==> config.mk <==
export PLATFORM = sky130hd
export DESIGN_NAME = cfg_shift_register_v2_flat
export DESIGN_NICKNAME = d
export VERILOG_FILES = /design/src/rtl/cfg_shift_register_v2_pkg.sv /design/src/rtl/cfg_shift_register_v2_if.sv /design/src/rtl/cfg_shift_register_v2_crc8.sv /design/src/rtl/cfg_shift_register_v2.sv /design/src/flat_wrapper.sv
export SDC_FILE = /design/constraint.sdc
export NUM_CORES = 1
export LEC_CHECK = 0
export ABC_CLOCK_PERIOD_IN_PS = 3400
export CAP_MARGIN = 20
export CORE_UTILIZATION = 58
export DETAILED_ROUTE_END_ITERATION = 16
export GPL_TIMING_DRIVEN = 1
export PLACE_DENSITY = 0.85
export SLEW_MARGIN = 20
export SYNTH_ARGS = -nofsm -noshare
export SYNTH_HDL_FRONTEND = slang
export SYNTH_SLANG_ARGS = --single-unit
==> constraint.sdc <==
create_clock -name clk -period 3.4 [get_ports clk]
set_input_delay 0.68 -clock clk [delete_from_list [all_inputs] [get_ports clk]]
set_output_delay 0.68 -clock clk [all_outputs]
set_load 0.1 [all_outputs]
==> src/rtl/cfg_shift_register_v2_pkg.sv <==
// -----------------------------------------------------------------------------
// cfg_sreg_pkg
// Shared definitions for the configuration shift register:
//   - CRC8_POLY  : CRC-8 polynomial (x^8 + x^2 + x + 1), non-reflected, init 0
//   - CRC8_MAXW  : widest payload crc8_word() can fold in one call
//   - state_e    : frame controller states
//   - crc8_next  : one serial CRC-8 step (one input bit)
//   - crc8_word  : CRC-8 over the low nbits of a word, MSB first
// -----------------------------------------------------------------------------
package cfg_sreg_pkg;

    localparam logic [7:0] CRC8_POLY = 8'h07;
    localparam int         CRC8_MAXW = 256;

    typedef enum logic [1:0] {
        IDLE   = 2'd0,
        SHIFT  = 2'd1,
        COMMIT = 2'd2
    } state_e;

    // Feedback is the outgoing MSB XOR the incoming bit, so the result matches
    // a byte-wise table CRC with the data fed MSB first.
    function automatic logic [7:0] crc8_next(input logic [7:0] crc, input logic b);
        return {crc[6:0], 1'b0} ^ ((crc[7] ^ b) ? CRC8_POLY : 8'h00);
    endfunction

    // Walks the fixed maximum width and only folds in bits below nbits, which
    // keeps the loop bound constant for synthesis.
    function automatic logic [7:0] crc8_word(input logic [CRC8_MAXW-1:0] data,
                                             input int nbits);
        logic [7:0] c;
        c = 8'h00;
        for (int i = CRC8_MAXW - 1; i >= 0; i--) begin
            if (i < nbits) begin
                c = crc8_next(c, data[i]);
            end
        end
        return c;
    endfunction

endpackage

==> src/rtl/cfg_shift_register_v2_if.sv <==
// -----------------------------------------------------------------------------
// cfg_shift_register_v2_if
// Serial configuration bus between a GPIO/bit-bang driver and the register.
//   master (driver)  : drives sen, din, latch, capture; observes the rest
//   slave  (register): drives dout, cfg_q, cfg_valid, cfg_update, crc_err,
//                      len_err
// WIDTH must match the WIDTH of the attached register.
// -----------------------------------------------------------------------------
interface cfg_shift_register_v2_if #(
    parameter int WIDTH = 32
);
    logic             sen;
    logic             din;
    logic             latch;
    logic             capture;
    logic             dout;
    logic [WIDTH-1:0] cfg_q;
    logic             cfg_valid;
    logic             cfg_update;
    logic             crc_err;
    logic             len_err;

    modport master (
        output sen, din, latch, capture,
        input  dout, cfg_q, cfg_valid, cfg_update, crc_err, len_err
    );

    modport slave (
        input  sen, din, latch, capture,
        output dout, cfg_q, cfg_valid, cfg_update, crc_err, len_err
    );
endinterface

==> src/rtl/cfg_shift_register_v2_crc8.sv <==
// -----------------------------------------------------------------------------
// cfg_crc8_serial
// Bit-serial CRC-8 accumulator (poly 0x07, init 0x00, no final XOR).
//   clk : clock
//   rst : asynchronous reset, active-high (accumulator -> 0x00)
//   clr : synchronous clear, wins over en
//   en  : fold din into the accumulator this cycle
//   din : serial data bit
//   crc : current accumulator value
// -----------------------------------------------------------------------------
module cfg_crc8_serial
    import cfg_sreg_pkg::*;
(
    input  logic       clk,
    input  logic       rst,
    input  logic       clr,
    input  logic       en,
    input  logic       din,
    output logic [7:0] crc
);

    logic [7:0] crc_q;

    always_ff @(posedge clk or posedge rst) begin
        if (rst) begin
            crc_q <= 8'h00;
        end else if (clr) begin
            crc_q <= 8'h00;
        end else if (en) begin
            crc_q <= crc8_next(crc_q, din);
        end
    end

    assign crc = crc_q;

endmodule

==> src/rtl/cfg_shift_register_v2.sv <==
// -----------------------------------------------------------------------------
// cfg_shift_register_v2
// Serial configuration register with framed payload (+ optional CRC-8),
// strobed commit into a shadow register, and capture/readback through dout.
// Parameters: WIDTH (payload bits), CRC_EN (frame carries CRC-8),
//             RESET_VAL (cfg_q after reset).
// Ports:
//   clk : shift/config clock
//   rst : asynchronous reset, active-high
//   bus : slave side of cfg_shift_register_v2_if
//         sen/din shift a frame in MSB first, latch commits, capture loads
//         cfg_q back into the shift register, dout is the shift register MSB,
//         cfg_q/cfg_valid/cfg_update/crc_err/len_err report commit results.
// Priority of requests: sen > latch > capture; everything is ignored during
// the single COMMIT cycle.
// -----------------------------------------------------------------------------
module cfg_shift_register_v2
    import cfg_sreg_pkg::*;
#(
    parameter int               WIDTH     = 32,
    parameter bit               CRC_EN    = 1'b1,
    parameter logic [WIDTH-1:0] RESET_VAL = '0
) (
    input logic                     clk,
    input logic                     rst,
    cfg_shift_register_v2_if.slave  bus
);

    localparam int FRAME = WIDTH + (CRC_EN ? 8 : 0);
    localparam int CW    = $clog2(FRAME + 2);

    localparam logic [CW-1:0] CNT_FRAME = CW'(FRAME);
    // FRAME+1 marks "too many bits"; the counter parks there.
    localparam logic [CW-1:0] CNT_OVF   = CW'(FRAME + 1);

    state_e           state_q, state_d;
    logic [FRAME-1:0] sr_q, sr_d;
    logic [FRAME-1:0] sr_capture;
    logic [CW-1:0]    cnt_q, cnt_d;
    logic [WIDTH-1:0] cfg_val_q, cfg_val_d;
    logic             valid_q, valid_d;
    logic             update_q, update_d;
    logic             crc_err_q, crc_err_d;
    logic             len_err_q, len_err_d;

    logic in_commit;
    logic shift_fire;
    logic latch_fire;
    logic capture_fire;
    logic len_ok;
    logic crc_ok;

    assign in_commit    = (state_q == COMMIT);
    assign shift_fire   = !in_commit && bus.sen;
    assign latch_fire   = !in_commit && !bus.sen && bus.latch;
    assign capture_fire = !in_commit && !bus.sen && !bus.latch && bus.capture;
    assign len_ok       = (cnt_q == CNT_FRAME);

    generate
        if (CRC_EN) begin : g_crc
            localparam logic [CW-1:0] CNT_WIDTH = CW'(WIDTH);
            logic [7:0] crc_w;

            // Only payload bits feed the running CRC; the trailing CRC field
            // itself is shifted in but not folded.
            cfg_crc8_serial u_crc (
                .clk (clk),
                .rst (rst),
                .clr (in_commit || capture_fire),
                .en  (shift_fire && (cnt_q < CNT_WIDTH)),
                .din (bus.din),
                .crc (crc_w)
            );

            assign crc_ok     = (sr_q[7:0] == crc_w);
            assign sr_capture = {cfg_val_q, crc8_word(CRC8_MAXW'(cfg_val_q), WIDTH)};
        end else begin : g_nocrc
            assign crc_ok     = 1'b1;
            assign sr_capture = cfg_val_q;
        end
    endgenerate

    always_ff @(posedge clk or posedge rst) begin
        if (rst) begin
            state_q   <= IDLE;
            sr_q      <= '0;
            cnt_q     <= '0;
            cfg_val_q <= RESET_VAL;
            valid_q   <= 1'b0;
            update_q  <= 1'b0;
            crc_err_q <= 1'b0;
            len_err_q <= 1'b0;
        end else begin
            state_q   <= state_d;
            sr_q      <= sr_d;
            cnt_q     <= cnt_d;
            cfg_val_q <= cfg_val_d;
            valid_q   <= valid_d;
            update_q  <= update_d;
            crc_err_q <= crc_err_d;
            len_err_q <= len_err_d;
        end
    end

    always_comb begin
        state_d   = state_q;
        sr_d      = sr_q;
        cnt_d     = cnt_q;
        cfg_val_d = cfg_val_q;
        valid_d   = valid_q;
        update_d  = 1'b0;
        crc_err_d = crc_err_q;
        len_err_d = len_err_q;

        if (in_commit) begin
            // sr is deliberately kept so the last frame can still be shifted out.
            state_d = IDLE;
            cnt_d   = '0;
            if (len_ok && crc_ok) begin
                cfg_val_d = sr_q[FRAME-1 -: WIDTH];
                valid_d   = 1'b1;
                update_d  = 1'b1;
                crc_err_d = 1'b0;
                len_err_d = 1'b0;
            end else begin
                len_err_d = !len_ok;
                crc_err_d = len_ok && !crc_ok;
            end
        end else if (shift_fire) begin
            state_d = SHIFT;
            sr_d    = {sr_q[FRAME-2:0], bus.din};
            if (cnt_q != CNT_OVF) begin
                cnt_d = cnt_q + CW'(1);
            end
        end else if (latch_fire) begin
            state_d = COMMIT;
        end else if (capture_fire) begin
            state_d = IDLE;
            sr_d    = sr_capture;
            cnt_d   = '0;
        end
    end

    assign bus.dout       = sr_q[FRAME-1];
    assign bus.cfg_q      = cfg_val_q;
    assign bus.cfg_valid  = valid_q;
    assign bus.cfg_update = update_q;
    assign bus.crc_err    = crc_err_q;
    assign bus.len_err    = len_err_q;

endmodule

==> src/flat_wrapper.sv <==
// flat-port wrapper written by rule: the top's interface ports become plain ports
module cfg_shift_register_v2_flat import cfg_sreg_pkg::*;
#(
    parameter int               WIDTH     = 32,
    parameter bit               CRC_EN    = 1'b1,
    parameter logic [WIDTH-1:0] RESET_VAL = '0
)
  (clk, rst, bus_sen, bus_din, bus_latch, bus_capture, bus_dout, bus_cfg_q, bus_cfg_valid, bus_cfg_update, bus_crc_err, bus_len_err);
  cfg_shift_register_v2_if #(.WIDTH(WIDTH)) bus_i ();
  input logic clk;
  input logic rst;
  input wire logic [$bits(bus_i.sen)-1:0] bus_sen;
  input wire logic [$bits(bus_i.din)-1:0] bus_din;
  input wire logic [$bits(bus_i.latch)-1:0] bus_latch;
  input wire logic [$bits(bus_i.capture)-1:0] bus_capture;
  output wire logic [$bits(bus_i.dout)-1:0] bus_dout;
  output wire logic [$bits(bus_i.cfg_q)-1:0] bus_cfg_q;
  output wire logic [$bits(bus_i.cfg_valid)-1:0] bus_cfg_valid;
  output wire logic [$bits(bus_i.cfg_update)-1:0] bus_cfg_update;
  output wire logic [$bits(bus_i.crc_err)-1:0] bus_crc_err;
  output wire logic [$bits(bus_i.len_err)-1:0] bus_len_err;
  assign bus_i.sen = bus_sen;
  assign bus_i.din = bus_din;
  assign bus_i.latch = bus_latch;
  assign bus_i.capture = bus_capture;
  assign bus_dout = bus_i.dout;
  assign bus_cfg_q = bus_i.cfg_q;
  assign bus_cfg_valid = bus_i.cfg_valid;
  assign bus_cfg_update = bus_i.cfg_update;
  assign bus_crc_err = bus_i.crc_err;
  assign bus_len_err = bus_i.len_err;
  cfg_shift_register_v2 #(.WIDTH(WIDTH), .CRC_EN(CRC_EN), .RESET_VAL(RESET_VAL)) u_core (.clk(clk), .rst(rst), .bus(bus_i));
endmodule
# --- Yosys cells after proc, flatten, opt, wreduce, memory -nomap -nowiden ---
# Cells that the tools add are included.
totals:
  ff_bits: 92
  input_bits: 6
  out_inout_bits: 37
  word_cells: 155
classes:
  n_addsub: 1
  order_cmp: 1
  eq_ne: 7
  n_mux: 51
  n_bitwise: 65
  reduce_logical: 21
ops:
  columns: ["op", "count"]
  rows:
  - ["bitwise XOR 8 bit", 31]
  - ["two-way mux 40 bit", 3]
  - ["two-way mux 3 bit", 33]
  - ["bitwise XOR 1 bit", 31]
  - ["two-way mux 6 bit", 5]
  - ["two-way mux 8 bit", 2]
  - ["== test 8 bit", 1]
  - ["logical AND 1 bit", 8]
  - ["two-way mux 2 bit", 4]
  - ["bitwise XOR 8 x 3 -> 8 bit", 1]
  - ["adder 6 x 1 -> 6 bit, second input constant", 1]
  - ["== test 6 bit, second input constant", 1]
  - ["< comparator 6 bit, second input constant", 1]
  - ["!= test 6 bit, second input constant", 1]
  - ["AND reduction 3 bit", 2]
  - ["logical NOT 1 bit", 5]
  - ["two-way mux 1 bit", 4]
  - ["nonzero test 2 bit", 2]
  - ["nonzero test 4 bit", 1]
  - ["!= test 3 x 1 -> 1 bit, second input constant", 1]
  - ["!= test 3 x 2 -> 1 bit, second input constant", 1]
  - ["nonzero test 3 bit", 1]
  - ["== test 2 bit, second input constant", 1]
  - ["!= test 2 x 1 -> 1 bit, second input constant", 1]
  - ["other kinds (4)", 4]

# --- Logic depth before layout (Yosys ltp) ---
# Gate-level depths: netlist (run 1).
depth:
  word_depth: 96
  ltp_mapped: 7
  depth_no_buf: 7

# --- Modules after synthesis ---
# A second synthesis (run 1) with hierarchy kept.
hier_totals:
  hier_cells: 426
  hier_area_um2: 4922.2
by_module_without_submodules:
  columns: ["mod", "instances", "cells_each", "area_each_um2", "seq_area_each_um2"]
  rows:
  - ["cfg_shift_register_v2", 1, 393, 4545.6, 2102.0]
  - ["cfg_crc8_serial", 1, 33, 376.6, 200.2]

# --- Least setup slack after synthesis (run 1) ---
# No wires, ideal clock.
synth_timing:
  path_kind: "register -> register"
  from: "register u_core.cfg_val_q[21] (netlist: u_core.bus.cfg_q[21])"
  to: "register u_core.sr_q[3]"
  setup_time_ps: 94
  arrival_time_ps: 3110
  t_required_ps: 3306
  path_slack_ps: 196
  stages_incl_launch_ff: 7
  path_buffers: 0
  synth_period_minus_slack_ps: 3204
  cell_sequence: "dfrtp_1 xnor3_2 xor2_2 xnor2_1 xnor3_4 xnor3_1 a211oi_1"
synth_via:
  elab_chain_len: 33
  elab_cells_between_ends: 45
  cone_classes: "mux: 13; bitwise: 32"
synth_lines:
  columns: ["item", "line", "text"]
  rows:
  - ["start: declaration", "cfg_shift_register_v2.sv:40", "logic [WIDTH-1:0] cfg_val_q, cfg_val_d;"]
  - ["start signal: assignment", "cfg_shift_register_v2.sv:97", "cfg_val_q <= cfg_val_d;"]
  - ["bitwise XOR 1 bit *", "cfg_shift_register_v2_pkg.sv:24", "return {crc[6:0], 1'b0} ^ ((crc[7] ^ b) ? CRC8_POLY : 8'h00);"]
  - ["two-way mux 3 bit *", "cfg_shift_register_v2_pkg.sv:24", null]
  - ["bitwise XOR 8 bit * (6 in series)", "cfg_shift_register_v2_pkg.sv:24", null]
  - ["bitwise XOR 1 bit / bitwise XOR 8 bit (equally long branches)", "cfg_shift_register_v2_pkg.sv:24", null]
  - ["two-way mux 3 bit, or another cell as far along", "cfg_shift_register_v2_pkg.sv:24", null]
  - ["bitwise XOR 8 bit * (6 in series)", "cfg_shift_register_v2_pkg.sv:24", null]
  - ["bitwise XOR 1 bit / bitwise XOR 8 bit (equally long branches)", "cfg_shift_register_v2_pkg.sv:24", null]
  - ["two-way mux 3 bit, or another cell as far along", "cfg_shift_register_v2_pkg.sv:24", null]
  - ["bitwise XOR 8 bit * (6 in series)", "cfg_shift_register_v2_pkg.sv:24", null]
  - ["bitwise XOR 1 bit / bitwise XOR 8 bit (equally long branches)", "cfg_shift_register_v2_pkg.sv:24", null]
  - ["two-way mux 3 bit, or another cell as far along", "cfg_shift_register_v2_pkg.sv:24", null]
  - ["bitwise XOR 8 bit * (4 in series)", "cfg_shift_register_v2_pkg.sv:24", null]
  - ["two-way mux 40 bit *", "cfg_shift_register_v2.sv:137", "end else if (capture_fire) begin"]
  - ["two-way mux 40 bit *", "cfg_shift_register_v2.sv:135", "end else if (latch_fire) begin"]
  - ["two-way mux 40 bit *", "cfg_shift_register_v2.sv:129", "end else if (shift_fire) begin"]
  - ["end signal: assignment", "cfg_shift_register_v2.sv:95", "sr_q <= sr_d;"]
  - ["end: declaration", "cfg_shift_register_v2.sv:37", "logic [FRAME-1:0] sr_q, sr_d;"]
# Every way passes the cells marked *; elsewhere a longest branch is shown, timed or not. The select of a mux whose other input is x is not followed.
# A chain may end at the register's enable or synchronous reset.

# --- Worst setup path after layout (run 1) ---
layout_timing:
  from: "register u_core.cfg_val_q[25] (netlist: u_core.bus.cfg_q[25])"
  to: "register u_core.sr_q[3]"
layout_via:
  elab_chain_len: 39
  elab_cells_between_ends: 53
  cone_classes: "mux: 15; bitwise: 38"
layout_lines:
  columns: ["item", "line"]
  rows:
  - ["bitwise XOR 1 bit *", "cfg_shift_register_v2_pkg.sv:24"]
  - ["two-way mux 3 bit *", "cfg_shift_register_v2_pkg.sv:24"]
  - ["bitwise XOR 8 bit * (6 in series)", "cfg_shift_register_v2_pkg.sv:24"]
  - ["bitwise XOR 1 bit", "cfg_shift_register_v2_pkg.sv:24"]
  - ["two-way mux 3 bit", "cfg_shift_register_v2_pkg.sv:24"]
  - ["bitwise XOR 8 bit * (6 in series)", "cfg_shift_register_v2_pkg.sv:24"]
  - ["bitwise XOR 1 bit", "cfg_shift_register_v2_pkg.sv:24"]
  - ["two-way mux 3 bit", "cfg_shift_register_v2_pkg.sv:24"]
  - ["(+7 left out)", null]
  - ["two-way mux 3 bit", "cfg_shift_register_v2_pkg.sv:24"]
  - ["bitwise XOR 8 bit * (6 in series)", "cfg_shift_register_v2_pkg.sv:24"]
  - ["bitwise XOR 1 bit", "cfg_shift_register_v2_pkg.sv:24"]
  - ["two-way mux 3 bit", "cfg_shift_register_v2_pkg.sv:24"]
  - ["bitwise XOR 8 bit * (2 in series)", "cfg_shift_register_v2_pkg.sv:24"]
  - ["two-way mux 40 bit *", "cfg_shift_register_v2.sv:137"]
  - ["two-way mux 40 bit *", "cfg_shift_register_v2.sv:135"]
  - ["two-way mux 40 bit *", "cfg_shift_register_v2.sv:129"]
# Marks and branches as above.

==> flow_summary_export.csv, run 1 <==
group,metric,value,unit
clock_network,numClockSinks,92,
power_and_ir_drop,swShare,29.9,%
timing,slew_headroom,34.3,%
floorplanning,chipWidth,92.9,um
clock_network,ctsHoldBuffers,0,
grt,grt-ovfl-total,0,
floorplanning,rows,32,
grt,grt_max_degree,68,
route,routed_wl,10300,um
placement,place_congestion,0.822,
placement,place_area,5250,um2
timing,period_share,80.7,%
layout,final_cell_mix,"dfrtp_1 (92), nor2_1 (47), xnor2_1 (43), buf_4 (43), a21oi_1 (39)",
grt,grt_util_met1,36.8,%
clock_network,max-clock-path-buffers,2,
yosys,ys.flop_type,"dfrtp_1",
grt,grt_use_total,26.2,%
outcome,status,"finished clean",
floorplanning,dieArea,8630,um2
clock_network,root_buffer,"clkbuf_8",
layout,nets,470,
power_and_ir_drop,seqPwrFrac,57.6,%
layout,drive_gt1_share,21.7,%
critical_path,path_max_fanout,6,
timing,slew_violations,0,
grt,grt_first_pass_wirelength,17300,um
timing,worstMarginPinSlew,0.982,ns
power_and_ir_drop,powerDensity,426,nW/um2
power_and_ir_drop,ir_worst_vdd,0.310,mV
route,drt-wirelength-per-cell,18.2,um
yosys,synth_edf_count,0,
yosys,synth_seq_cells,92,
floorplanning,initial_core_util,61.1,%
placement,preCtsSetupSlack,0.596,ns
yosys,async_flop_share,100,%
placement,port_buffers,42,
timing,setup_viol,0,
floorplanning,core-area,7850,um2
grt,grt_pass1_vias,3352,
grt,grt.met3_usage,3.86,%
yosys,netlist_instances,423,
clock_network,cts_max_level,3,
clock_network,cts_buffers,9,
critical_path,crit_path_start,"u_core.bus.cfg_q[25]",
floorplanning,io_pins,43,
yosys,syn_nets,432,
critical_path,required,3.67,ns
critical_path,endpoint_kind,"flip-flop",
layout,antennaDiodeCount,0,
power_and_ir_drop,leakage,2.51,nW
critical_path,worstReg2RegStart,"u_core.bus.cfg_q[25]",
clock_network,clk_pin_slew,0.09,ns
grt,antenna_found_initial,0,
layout,layout_commonest_cell,"dfrtp_1",
yosys,avgSynthCellArea,11.3,um2
yosys,ys_warn_count,0,
layout,fin_area,5420,um2
clock_network,cts_tree,"built",
power_and_ir_drop,comb_power_share,14.2,%
route,initialDrtViolationCount,232,
clock_network,cts_resized,0,
critical_path,path_class,"flip-flop to flip-flop",
yosys,yosysSeqAreaShare,48.0,%
run,maxCapViolCount,0,
timing,fin_ws,0.657,ns
hold_path,hold_depth,1,
floorplanning,die_h,92.9,um
timing,setup-tns-final,0,ns
timing,hold_viol_final,0,
route,dr.pass1.iters,4,
clock_network,post_cts_buffers,0,
timing,skew,0.0115,ns
timing,finalCriticalPeriod,2.74,ns
clock_network,insertion_delay,0.36,ns
yosys,synth_cell_types,35,
yosys,syn-cell-area,4790,um2
power_and_ir_drop,p_sw,0.691,mW
grt,use_met2,41.7,%
power_and_ir_drop,clkPwrFrac,28.2,%
timing,whs,0.501,ns
route,routed_via_density,5.92,
route,via_count,3356,
critical_path,worstRegToRegCells,6,
layout,area_delta_synth_final,13.0,%
route,drc,0,
placement,hpwl,7200,um
power_and_ir_drop,p_int,1.62,mW
grt,grt-busiest-layer,"met2",
critical_path,worst-r2r-setup-slack,0.66,ns
hold_path,hold_start,"u_core.bus.len_err",
route,ant_nets,0,
hold_path,hold_path_class,"flip-flop to flip-flop",
timing,rsz0062_at_grt,"false",
timing,fmax,365,MHz
critical_path,arrival,3.01,ns
critical_path,cp-start-kind,"flip-flop",
[synth_stat cells (all sizes together), types with 11 or more instances]
library cell	number	area, um2
dfrtp	92	2300
nor2	47	176
xnor2	44	393
a21oi	40	200
mux2	32	360
o22ai	31	194
clkbuf	23	88.8
nand2	19	71.3
xnor3	17	390
xor2	16	155
o21ai	13	65.1
a22oi	11	82.6
[stage by stage]
stage / util, % / instances / total power, mW
global placement: 66.9 / 552 / 1.65
detailed placement: 66.9 / 552 / 1.67
floorplan: - / 423 / 1.57
global route: 69.0 / 567 / 2.43
finish: 69.0 / 567 / 2.31
CTS: 69.0 / 567 / 2.31
[path summary, 6_finish.rpt]
kind	end
worst min-delay path	u_core.bus.len_err
worst min register to register	u_core.bus.len_err
max in group asynchronous	u_core.sr_q[25]
min in group asynchronous	u_core.g_crc.u_crc.crc[3]
worst max register to register	u_core.sr_q[3]
worst max-delay path	u_core.sr_q[3]
[cell type report]
class	count	area (um2)
clock buffer	10	128
tap	102	128
multi-input combinational	302	2390
fill	584	2430
clock inverter	5	37.5
sequential	92	2300
inverter	5	20.0
timing repair buffer	51	413
[worst max-delay path, stage by stage (launching register included)]
cell      delay [ns]
dfrtp_1         0.51
xor3_1          0.44
xnor3_1         0.35
xor2_1          0.24
xnor3_4         0.47
xnor3_1         0.37
a211oi_1        0.26
[per-layer routing]
layer / vias up / routed length (um) / part of all wire (%)
met4: 0 / 75 / 0.73
met5: - / 0 / 0
met2: 89 / 5170 / 50
met3: 8 / 413 / 4.0
met1: 1704 / 4670 / 45
li1: 1555 / - / -
[power by group through the flow]
stage / logic [mW] / registers, mW / clock network, mW
2_1_floorplan: 0.240 / 1.33 / 0
3_3_place_gp: 0.309 / 1.34 / 0
3_5_place_dp: 0.328 / 1.35 / 0
4_1_cts: 0.330 / 1.33 / 0.659
5_1_grt: 0.372 / 1.35 / 0.707
6_report: 0.328 / 1.33 / 0.651
[cells by family (layout without fill, tap and decap cells)]
kind of cell	Yosys count	count (layout)	synth area share [%]
buf+inv	29	71	2.32
compound gates	100	100	12.1
flops	92	92	48.0
xor+xnor	81	81	21.6
fa+ha+maj	3	3	0.783
simple gates	86	86	7.62
mux	32	32	7.52
[registers in the layout, summed over array words and instances, names as in the netlist]
signal,flops
u_core.bus.cfg_q,32
u_core.bus.cfg_update,1
u_core.bus.cfg_valid,1
u_core.bus.crc_err,1
u_core.bus.len_err,1
u_core.cnt_q,6
u_core.g_crc.u_crc.crc,8
u_core.sr_q,40
u_core.state_q,2
No activity file was read; power rests on OpenSTA's default activity.
==> inputs of run 2 (changes only) <==
--- a/config.mk
+++ b/config.mk
@@ -5,12 +5,12 @@
 export SDC_FILE = /design/constraint.sdc
 export NUM_CORES = 1
 export LEC_CHECK = 0
-export ABC_CLOCK_PERIOD_IN_PS = 3400
+export ABC_CLOCK_PERIOD_IN_PS = 2250
 export CAP_MARGIN = 20
-export CORE_UTILIZATION = 58
+export CORE_UTILIZATION = 52
 export DETAILED_ROUTE_END_ITERATION = 16
 export GPL_TIMING_DRIVEN = 1
-export PLACE_DENSITY = 0.85
+export PLACE_DENSITY = 0.81
 export SLEW_MARGIN = 20
 export SYNTH_ARGS = -nofsm -noshare
 export SYNTH_HDL_FRONTEND = slang
==> constraint.sdc (replaced) <==
create_clock -name clk -period 2.25 [get_ports clk]
set_input_delay 0.45 -clock clk [delete_from_list [all_inputs] [get_ports clk]]
set_output_delay 0.45 -clock clk [all_outputs]
set_load 0.1 [all_outputs]
==> run 2 against run 1 <==
Effect of this change: the flow now finishes with violations (DRC, setup timing); clock skew increased by 0.0040 ns; maximum frequency increased by 7.2%; via count increased by 13%; worst hold slack got worse by 0.017 ns; clock power increased by 94%; power increased by 65%; critical path depth increased by 1; register-to-register slack got worse by 0.97 ns; first-iteration DRC count increased by 3.4%; utilization increased by 1.9 points; clock-buffer cell count increased by 1; sequential power increased by 52%.
==> flow_summary_export.csv, run 2 (synthesis gave the netlist of run 1 again) <==
group,metric,value,unit
power_and_ir_drop,clkPwrFrac,33.1,%
outcome,violations,"DRC, setup timing",
clock_network,cts_buffers,9,
critical_path,cp-start-kind,"flip-flop",
clock_network,root_buffer,"clkbuf_8",
critical_path,crit_path_start,"u_core.bus.cfg_q[26]",
grt,grt-ovfl-total,0,
timing,skew,0.0155,ns
grt,grt_pass1_vias,3711,
timing,fin_ws,-0.309,ns
outcome,status,"complete, but fails checks",
placement,preCtsSetupSlack,-0.246,ns
hold_path,hold_path_class,"flip-flop to flip-flop",
power_and_ir_drop,ir_worst_vdd,0.472,mV
floorplanning,core-area,8810,um2
layout,largest_reg_flops,40,
timing,slew_violations,0,
critical_path,path_class,"flip-flop to flip-flop",
critical_path,worst-r2r-setup-slack,-0.31,ns
critical_path,critPathTopFamily,"XOR/XNOR gates",
grt,grt_max_degree,93,
timing,setup_viol,6,
power_and_ir_drop,p_int,2.69,mW
critical_path,cp_num_buf_inv,1,
grt,antenna_found_initial,0,
timing,fmax,391,MHz
layout,nets,531,
power_and_ir_drop,swShare,29.4,%
timing,rsz0062_at_grt,"true",
floorplanning,io_pins,43,
route,drc,4,
critical_path,crit_end,"u_core.sr_q[3]",
critical_path,rr_endpoint,"u_core.sr_q[3]",
clock_network,cts_tree,"built",
layout,regArea,2330,um2
timing,hold_viol_final,0,
power_and_ir_drop,comb_power_share,14.0,%
critical_path,crit_slowest_cell,"xnor3_4",
floorplanning,chipWidth,98.0,um
layout,largest-register,"u_core.sr_q",
run,maxCapViolCount,0,
critical_path,required,2.53,ns
timing,period_share,114,%
critical_path,endpoint_kind,"flip-flop",
timing,finalCriticalPeriod,2.56,ns
timing,worstMarginPinSlew,0.626,ns
route,via_count,3797,
placement,port_buffers,42,
route,dr.pass1.iters,10,
critical_path,worstRegToRegCells,7,
floorplanning,die_h,98.0,um
power_and_ir_drop,leakage,2.90,nW
layout,final_cell_mix,"buf_4 (91), dfrtp_1 (70), nor2_1 (47), a21oi_1 (38), mux2_2 (32)",
route,ant_nets,0,
placement,hpwl,7740,um
critical_path,crit_chain,"xnor2_2 -> buf_4 -> xnor2_1 -> xnor2_1 -> xnor3_4 -> xnor3_1 -> a211oi_2",
layout,layout_commonest_cell,"buf_4",
grt,grt_first_pass_wirelength,19300,um
grt,grt_use_total,26.1,%
power_and_ir_drop,seqPwrFrac,52.9,%
route,initialDrtViolationCount,240,
floorplanning,initial_core_util,54.4,%
power_and_ir_drop,powerDensity,611,nW/um2
clock_network,max-clock-path-buffers,2,
placement,place_congestion,0.877,
critical_path,path_max_fanout,5,
floorplanning,dieArea,9600,um2
layout,drive_gt1_share,40.2,%
layout,area_delta_synth_final,30.3,%
clock_network,clk_pin_slew,0.10,ns
critical_path,worstReg2RegStart,"u_core.bus.cfg_q[26]",
critical_path,arrival,2.84,ns
layout,fin_area,6250,um2
clock_network,cts_max_level,3,
power_and_ir_drop,p_sw,1.12,mW
critical_path,path_depth,7,
layout,antennaDiodeCount,0,
clock_network,insertion_delay,0.37,ns
route,routed_wl,12900,um
power_and_ir_drop,total_power,3.81,mW
timing,slew_headroom,58.0,%
placement,place_area,5700,um2
route,routed_via_density,5.98,
floorplanning,rows,34,
route,drt-wirelength-per-cell,20.3,um
clock_network,numClockSinks,92,
critical_path,cpPeakStageDelay,0.59,ns
critical_path,crit_top_cell,"xnor2_1",
layout,final_util,70.9,%
layout,nFillCells,552,
layout,multiInputGateArea,2610,um2
[run 2: cell types whose count changed in the layout (fill, tap and decap cells not counted), moves of 4 or more]
cell / delta
buf_4: +48
xor2_1: -5
xnor2_2: +10
xor2_2: +4
xnor2_4: +4
buf_6: +14
dfrtp_2: +22
xnor2_1: -14
dfrtp_1: -22
[run 2: cell type report]
type	count	share of cell area [%]
clock inverter	5	1.36
clock buffer	11	2.10
sequential	92	37.3
tap	108	2.16
inverter	5	0.361
multi-input combinational	302	41.8
timing repair buffer	112	14.9
[run 2: power groups by stage]
stage	combinational, mW	clock (mW)	sequential [mW]
4_1_cts	0.517	1.25	2.00
6_report	0.533	1.26	2.02
5_1_grt	0.591	1.33	2.03
3_5_place_dp	0.510	0	2.03
2_1_floorplan	0.364	0	2.01
3_3_place_gp	0.485	0	2.02
[run 2: how the worst min path moves through the flow]
stage	cells after the start	start	slack, ns	endpoint
2_1_floorplan	1	u_core.state_q[1]	0.48	u_core.state_q[0]
5_1_grt	1	u_core.bus.cfg_valid	0.50	u_core.bus.cfg_valid
3_5_place_dp	1	u_core.bus.cfg_valid	0.47	u_core.bus.cfg_valid
6_report	1	u_core.bus.cfg_valid	0.48	u_core.bus.cfg_valid
4_1_cts	1	u_core.bus.cfg_valid	0.49	u_core.bus.cfg_valid
3_3_place_gp	1	u_core.bus.cfg_valid	0.46	u_core.bus.cfg_valid
[run 2: routing by layer]
layer / GRT usage [%] / routed length (um)
met5: 0 / 0
met4: 9.09 / 261
met3: 3.44 / 762
met2: 43.2 / 6710
met1: 35.6 / 5160
[run 2: what timing repair did]
item                       CTS  global route
setup endpoints to repair    4             8
resized for setup           16            28
buffers inserted             6             6
pin swaps                   20            17
hold buffers                 0             0
[run 2: through the flow]
step | hold WS (ns) | std cells | TNS [ns]
floorplan | 0.477 | 423 | -1.80
global placement | 0.456 | 611 | -0.162
detailed placement | 0.465 | 611 | -0.398
CTS | 0.487 | 632 | -0.864
global route | 0.502 | 635 | -1.28
finish | 0.484 | 635 | -0.828
